==> src/rtl/bias_stream_reader.sv <==
// Bias ROM reader: walks a wrapping address window and streams
// sign-extended bias values to the MAC stage over valid/ready.
module bias_stream_reader #(
  parameter int DATA_W = 8,
  parameter int ADDR_W = 6,
  parameter int NUM_CH = 32,
  parameter int ACC_W  = 16
) (
  input  logic              clk,
  input  logic              rst_n,
  input  logic              start,
  input  logic [ADDR_W-1:0] base_addr,
  input  logic [ADDR_W-1:0] count,
  output logic [ADDR_W-1:0] rom_addr,
  input  logic [DATA_W-1:0] rom_data,
  output logic              m_valid,
  input  logic              m_ready,
  output logic [ACC_W-1:0]  m_data,
  output logic [ADDR_W-1:0] m_index,
  output logic              m_last,
  output logic              busy,
  output logic              done
);

  localparam int CW = ADDR_W + 1;
  localparam logic [ADDR_W-1:0] AMASK = ADDR_W'(NUM_CH - 1);
  localparam logic [CW-1:0] NCH = CW'(NUM_CH);

  typedef enum logic [1:0] {
    IDLE,
    RUN,
    DONE
  } state_t;

  state_t          state;
  logic [CW-1:0]   cnt;
  logic [CW-1:0]   issued;
  logic [CW-1:0]   req;
  logic [CW-1:0]   req_clamp;
  logic            load;
  logic            hs_last;

  assign req       = {1'b0, count};
  assign req_clamp = (req > NCH) ? NCH : req;

  // A new element may be loaded whenever the output slot is free
  // or is being emptied at this same edge.
  assign load    = (state == RUN) && (issued < cnt)
                 && (!m_valid || m_ready);
  assign hs_last = m_valid && m_ready && m_last;

  always_ff @(posedge clk or negedge rst_n) begin
    if (!rst_n) begin
      state    <= IDLE;
      cnt      <= '0;
      issued   <= '0;
      rom_addr <= '0;
      m_valid  <= 1'b0;
      m_data   <= '0;
      m_index  <= '0;
      m_last   <= 1'b0;
      busy     <= 1'b0;
      done     <= 1'b0;
    end else begin
      done <= 1'b0;
      unique case (state)
        IDLE: begin
          if (start) begin
            rom_addr <= base_addr & AMASK;
            cnt      <= req_clamp;
            issued   <= '0;
            if (count != '0) begin
              state <= RUN;
              busy  <= 1'b1;
            end else begin
              state <= DONE;
              done  <= 1'b1;
            end
          end
        end
        RUN: begin
          if (load) begin
            m_data   <= ACC_W'($signed(rom_data));
            m_index  <= issued[ADDR_W-1:0];
            m_last   <= (issued == cnt - 1'b1);
            m_valid  <= 1'b1;
            issued   <= issued + 1'b1;
            rom_addr <= (rom_addr + 1'b1) & AMASK;
          end else if (m_ready) begin
            m_valid <= 1'b0;
          end
          if (hs_last) begin
            state <= DONE;
            done  <= 1'b1;
            busy  <= 1'b0;
          end
        end
        DONE: begin
          state <= IDLE;
        end
        default: begin
          state <= IDLE;
        end
      endcase
    end
  end

endmodule

==> config.mk <==
export PLATFORM = sky130hd
export DESIGN_NAME = bias_stream_reader
export DESIGN_NICKNAME = d
export VERILOG_FILES = /design/src/rtl/bias_stream_reader.sv
export SDC_FILE = /design/constraint.sdc
export NUM_CORES = 1
export LEC_CHECK = 0
export BUFFER_PORTS_ARGS = -buffer_cell sky130_fd_sc_hd__buf_2
export CAP_MARGIN = 20
export CELL_PAD_IN_SITES_DETAIL_PLACEMENT = 0
export CELL_PAD_IN_SITES_GLOBAL_PLACEMENT = 1
export CORE_AREA = 2 2 81 83
export CTS_CLUSTER_DIAMETER = 60
export CTS_CLUSTER_SIZE = 20
export DETAILED_ROUTE_END_ITERATION = 10
export DIE_AREA = 0 0 83 85
export GPL_ROUTABILITY_DRIVEN = 0
export PLACE_DENSITY_LB_ADDON = 0.1
export SYNTH_ARGS = -nofsm -noshare
export SYNTH_HDL_FRONTEND = slang
export SYNTH_SLANG_ARGS = --single-unit
export TNS_END_PERCENT = 5
==> constraint.sdc <==
create_clock -name clk -period 2.3 [get_ports clk]
set_clock_uncertainty 0.15 [all_clocks]
set_input_delay 0 -clock clk [delete_from_list [all_inputs] [get_ports clk]]
set_output_delay 0 -clock clk [all_outputs]
set_load 0.1 [all_outputs]
# ---- Yosys cells after proc, flatten, opt, wreduce, memory -nomap -nowiden
# Index checks and enable logic that the tools add are counted.
dict set report totals {
  inputBits 24
  ff_bits 40
  elab_cells 58
  output_inout_bits 32
}
dict set report classes {
  n_eq_ne 6
  reduce_logical 16
  n_mux 21
  order_cmp 2
  addsub 3
}
# operator count
set ops {}
lappend ops {{2-to-1 mux 6 bit} 3}
lappend ops {{2-to-1 mux 7 bit} 2}
lappend ops {{one-hot mux 7 bit (2 select lines)} 1}
lappend ops {{one-hot mux 6 bit (2 select lines)} 1}
lappend ops {{2-to-1 mux 1 bit} 8}
lappend ops {{!= test 2 bit (second input constant)} 4}
lappend ops {{AND reduction 2 bit} 4}
lappend ops {{adder 7 x 1 -> 7 bit (second input constant)} 1}
lappend ops {{== test 7 bit} 1}
lappend ops {{< comparator 7 bit} 1}
lappend ops {{subtractor 7 x 1 -> 7 bit (second input constant)} 1}
lappend ops {{> comparator 6 bit (second input constant)} 1}
lappend ops {{2-to-1 mux 2 bit} 3}
lappend ops {{nonzero test 6 bit} 1}
lappend ops {{adder 5 x 1 -> 5 bit (second input constant)} 1}
lappend ops {{logical AND 1 bit} 4}
lappend ops {{one-hot mux 1 bit (2 select lines)} 2}
lappend ops {{one-hot mux 2 bit (2 select lines)} 1}
lappend ops {{AND reduction 4 bit} 1}
lappend ops {{nonzero test 2 bit} 2}
lappend ops {{AND reduction 3 bit} 1}
lappend ops {{== test 2 x 1 -> 1 bit (second input constant)} 1}
lappend ops {{zero test 2 bit} 1}
lappend ops {{zero test 1 bit} 1}
lappend ops {{logical OR 1 bit} 1}

# ---- Depth between registers and ports, before layout
dict set report logic_depth {
  word_depth 5
  mapped_depth 9
  depth_no_buf 7
}

# ---- Worst setup path before layout
# OpenSTA, ideal clock, no wires.
dict set report synth_timing {
  path_type {flip-flop to flip-flop}
  from {reg m_valid}
  to {reg m_last}
  period_less_slack_ns 2.331
  path_stages_with_launch 7
  t_required_ns 2.058
  setup_time_ns 0.092
  t_arrival_ns 2.089
  slack_ns -0.031
  n_path_buf 1
  path_cell_list {dfrtp_1 -> inv_1 -> o221ai_2 -> or2_1 -> buf_6 -> or4_4 -> o31ai_2}
}
dict set report synth_via {
  elab_chain_cells 4
}
# element line
set synth_rtl {}
lappend synth_rtl {{start, declared} 16} ;# output logic m_valid,
lappend synth_rtl {{start signal, assigned} 58} ;# m_valid <= 1'b0;
lappend synth_rtl {{start signal, assigned} 86} ;# m_valid <= 1'b1;
lappend synth_rtl {{start signal, assigned} 90} ;# m_valid <= 1'b0;
lappend synth_rtl {{zero test 1 bit} 49} ;# && (!m_valid || m_ready);
lappend synth_rtl {{logical OR 1 bit} 49}
lappend synth_rtl {{logical AND 1 bit} 49}
lappend synth_rtl {{AND reduction 2 bit (no line)} -}
lappend synth_rtl {{end signal, assigned} 85} ;# m_last <= (issued == cnt - 1'b1);
lappend synth_rtl {{end, declared} 20} ;# output logic m_last,
# Every way passes these cells.
# A chain may end at the register's enable or synchronous reset.

# ---- Worst setup path in the final report
dict set report layout_timing {
  from {reg cnt[4]}
  to {reg m_last}
}
dict set report layout_via {
  elab_chain_cells 4
  word_cells_on_any_way 6
  cone_classes {1 x add/sub; 1 x order compare; 1 x eq/ne; 3 x reduce/logical}
}
# element line
set layout_rtl {}
lappend layout_rtl {{start, declared} 36} ;# logic [CW-1:0] cnt;
lappend layout_rtl {{start signal, assigned} 70} ;# cnt <= req_clamp;
lappend layout_rtl {{branches (longest 4 deep; another with subtractor 7 x 1 -> 7 bit)} -}
# Several ways; the timed one is not identified.

==> PnR_summary.wiki <==
{| class="wikitable"
! Metric !! Value
|-
| Hold Worst Slack || 0.0521 ns
|-
| Final Hold Viols || 0
|-
| Yosys cell types || 39
|-
| Worst-path maximum fanout || 3
|-
| EDFF count, synth || 0
|-
| Area of the core || 6200 um^2
|-
| Clock Tree Buf Depth || 2
|-
| Drt first-iter violations || 67
|-
| Cts bufs inserted || 5
|-
| Post-synth ARST share || 100%
|-
| Top cell type's share of synthesized area || 45.4%
|-
| HP Class || input port to asynchronous set/reset pin
|-
| Achievable Freq || 0.455 GHz
|-
| Xor and xnor area share after synthesis || 4.18%
|-
| Post-synth design cell area || 2090 um^2
|-
| Vias per std cell || 4.69
|-
| Final Critical Period || 2.20 ns
|-
| Library cell occupying the most area in the post-synthesis netlist || sky130_fd_sc_hd__dfrtp_1
|-
| Post-synthesis share of cell area spent on and, or, nand and nor gates || 25.2%
|-
| Most frequent standard cell in the layout excluding fill and tap cells || sky130_fd_sc_hd__nand2_1
|-
| Highest-count cells in the layout ignoring fill and taps || 55 x sky130_fd_sc_hd__nand2_1, 53 x sky130_fd_sc_hd__buf_2, 37 x sky130_fd_sc_hd__dfrtp_1, 27 x sky130_fd_sc_hd__dlygate4sd3_1, 19 x sky130_fd_sc_hd__buf_4
|-
| Sequential cell area in the final layout || 952 um^2
|-
| Detailed Place HPWL || 3760 um
|-
| Area growth from synthesis to layout || 40.4%
|-
| Final total negative setup slack || 0 ns
|-
| Area of the die || 7060 um^2
|-
| Top flip-flop cell by instance count after synthesis || sky130_fd_sc_hd__dfrtp_1
|-
| Fraction of final layout cells with drive strength greater than 1 || 29.6%
|-
| Post-Syn Instances || 232
|-
| IO Pins || 56
|-
| Outcome || complete, no violations
|-
| Port Buffers || 53
|-
| Setup repair after global routing missed its margin || no
|-
| Sequential area share after synthesis || 45.4%
|-
| Biggest area contributors in the synthesized netlist || sky130_fd_sc_hd__dfrtp_1 45%, sky130_fd_sc_hd__nand2_1 9.9%, sky130_fd_sc_hd__ha_1 5.4%, sky130_fd_sc_hd__xnor2_1 4.2%, sky130_fd_sc_hd__o21ai_0 3.6%
|-
| Critical path start-end classification || flop to flop
|-
| Setup-failing EPs final || 0
|-
| Initial cell density of the core || 33.8%
|-
| Endpoint kind of the worst setup timing path || flop
|-
| Number of remaining DRC errors || 0
|-
| Htree depth || 2
|-
| Arrival time at the worst endpoint || 2.25 ns
|-
| Multi-input gate area in the final layout || 1030 um^2
|-
| Standard-cell rows || 29
|-
| Clock transition time at the flip-flop clock pins of the worst setup and hold paths || 0.08 ns
|-
| Per-instance average area after synthesis || 9.03 um^2
|-
| Die height || 85 um
|-
| Vias in the first global route || 1825
|-
| Via count || 1867
|-
| Combined global-route utilization of all metal layers || 15.8%
|-
| Number of max-cap violations || 0
|-
| Multiplexer fraction of the synthesized cell area || 0.538%
|-
| Number of antenna violations at the first check in global routing || 0
|-
| Post-synthesis sequential element count || 38
|-
| Largest family of logic cells by synthesized area || simple AND/OR/NAND/NOR gates
|-
| Drt pass-1 iters || 4
|-
| Synth Area in Compound Gates || 11.8%
|-
| Wire length of the first global-routing pass || 8910 um
|-
| Buffer cell driving the clock tree root || sky130_fd_sc_hd__clkbuf_8
|-
| # fillers || 611
|-
| Post-layout nets || 353
|-
| Clock net sink count || 38
|-
| Post-synth net total || 265
|-
| Final Slew Violations || 0
|-
| Final antenna diode count || 0
|-
| Post CTS Setup Buffer Count || 0
|-
| Detail Route Antenna Nets || 0
|-
| Die boundary width || 83 um
|-
| Syn. warnings || 0
|-
| Average wire length per cell after detail routing || 13.4 um
|-
| Aggregate global routing overflow || 0
|-
| Clk Latency, worst-skew pair || 0.29 ns
|-
| Required arrival time at the worst endpoint || 2.35 ns
|-
| Clock tree from TritonCTS || built
|-
| Maximum number of pins on one net before global-route repair || 22
|-
| Arithmetic-cell share of the synthesized area counting full adders, half adders and majority gates || 5.38%
|-
| Launching element type of the critical path || flop
|-
| Tcrit/Tclk final || 95.5%
|-
| Routed wire length || 5320 um
|}
-- flip-flops by register name, summed over array words and instances, names as in the netlist --
register / flops
m_data: 8
issued: 7
cnt: 6
m_index: 6
rom_addr: 5
state: 2
busy: 1
done: 1
m_last: 1
m_valid: 1
-- final timing paths --
kind,depth (start not counted),slack [ns],end,start
min in group clk,4,0.28,m_data[7],rom_data[7]
setup / recovery,7,0.10,m_last,cnt[4]
setup reg to reg,7,0.10,m_last,cnt[4]
max in group asynchronous,3,1.32,issued[1],rst_n
hold / removal,2,0.05,cnt[5],rst_n
hold reg to reg,2,0.32,m_index[3],m_index[3]
-- logic make-up after synthesis --
logic type,count (synthesis)
AO/OA/AOI/OAI,37
XOR/XNOR,10
adder cells (fa/ha/maj),9
buffers and inverters,29
flip-flops,38
multiplexers,1
other,1
AND/OR/NAND/NOR,107
-- layer usage --
metal / wire length [um] / vias up / part of all wire, % / track usage (%)
met5: 0 / - / 0 / 0
met4: 63 / 0 / 1.2 / 5.22
met3: 149 / 5 / 2.8 / 3.31
met2: 2510 / 29 / 47 / 26.2
met1: 2600 / 879 / 49 / 20.8
li1: - / 954 / - / -
-- per-stage QoR --
| step | area [um^2] | setup WS (ns) | instances | utilization (%) |
|---|---|---|---|---|
| after CTS | 2920 | 0.0376 | 398 | 47.1 |
| after floorplan | 2110 | 0.0213 | 232 | - |
| after global routing | 2940 | 0.00323 | 398 | 47.4 |
| final | 2940 | 0.104 | 398 | 47.4 |
| after global placement | 2510 | 0.112 | 363 | 40.5 |
| after detailed placement | 2510 | 0.0628 | 363 | 40.5 |
-- area by class of cell --
class | instances | area share (%)
Clock buffer | 5 | 2.34
Clock inverter | 3 | 2.34
Inverter | 11 | 1.40
Multi-Input combinational cell | 165 | 35.2
Sequential cell | 38 | 32.4
Tap cell | 77 | 3.28
Timing Repair Buffer | 99 | 23.1
-- critical path, stage by stage (launching register included) --
cell,delay [ns]
sky130_fd_sc_hd__dfrtp_1,0.38
sky130_fd_sc_hd__inv_1,0.12
sky130_fd_sc_hd__ha_4,0.23
sky130_fd_sc_hd__a21oi_4,0.15
sky130_fd_sc_hd__o221ai_2,0.12
sky130_fd_sc_hd__or2_1,0.26
sky130_fd_sc_hd__or4_4,0.52
sky130_fd_sc_hd__o31ai_2,0.18
-- synthesized netlist by cell type, types with 2 or more instances --
| cell | instances |
|---|---|
| sky130_fd_sc_hd__nand2_1 | 55 |
| sky130_fd_sc_hd__dfrtp_1 | 38 |
| sky130_fd_sc_hd__o21ai_0 | 15 |
| sky130_fd_sc_hd__inv_1 | 11 |
| sky130_fd_sc_hd__nand3_1 | 11 |
| sky130_fd_sc_hd__nor2_1 | 10 |
| sky130_fd_sc_hd__xnor2_1 | 10 |
| sky130_fd_sc_hd__buf_4 | 9 |
| sky130_fd_sc_hd__ha_1 | 9 |
| sky130_fd_sc_hd__a21oi_1 | 8 |
| sky130_fd_sc_hd__nand3b_1 | 7 |
| sky130_fd_sc_hd__clkbuf_1 | 6 |
| sky130_fd_sc_hd__nor3_1 | 6 |
| sky130_fd_sc_hd__o22ai_1 | 5 |
| sky130_fd_sc_hd__nand2b_1 | 3 |
| sky130_fd_sc_hd__a31oi_1 | 2 |
| sky130_fd_sc_hd__buf_2 | 2 |
| sky130_fd_sc_hd__nor3b_1 | 2 |
| sky130_fd_sc_hd__nor4_1 | 2 |
| sky130_fd_sc_hd__nor4b_1 | 2 |
-- what timing repair did --
action,4_1_cts,5_1_grt
resized for setup,0,4
endpoints found under the setup margin,0,1
hold endpoints to repair,62,0
hold buffers,27,0
Power is not shown: default switching activity piles up to over one toggle a cycle in this logic, so the estimate is an artifact.
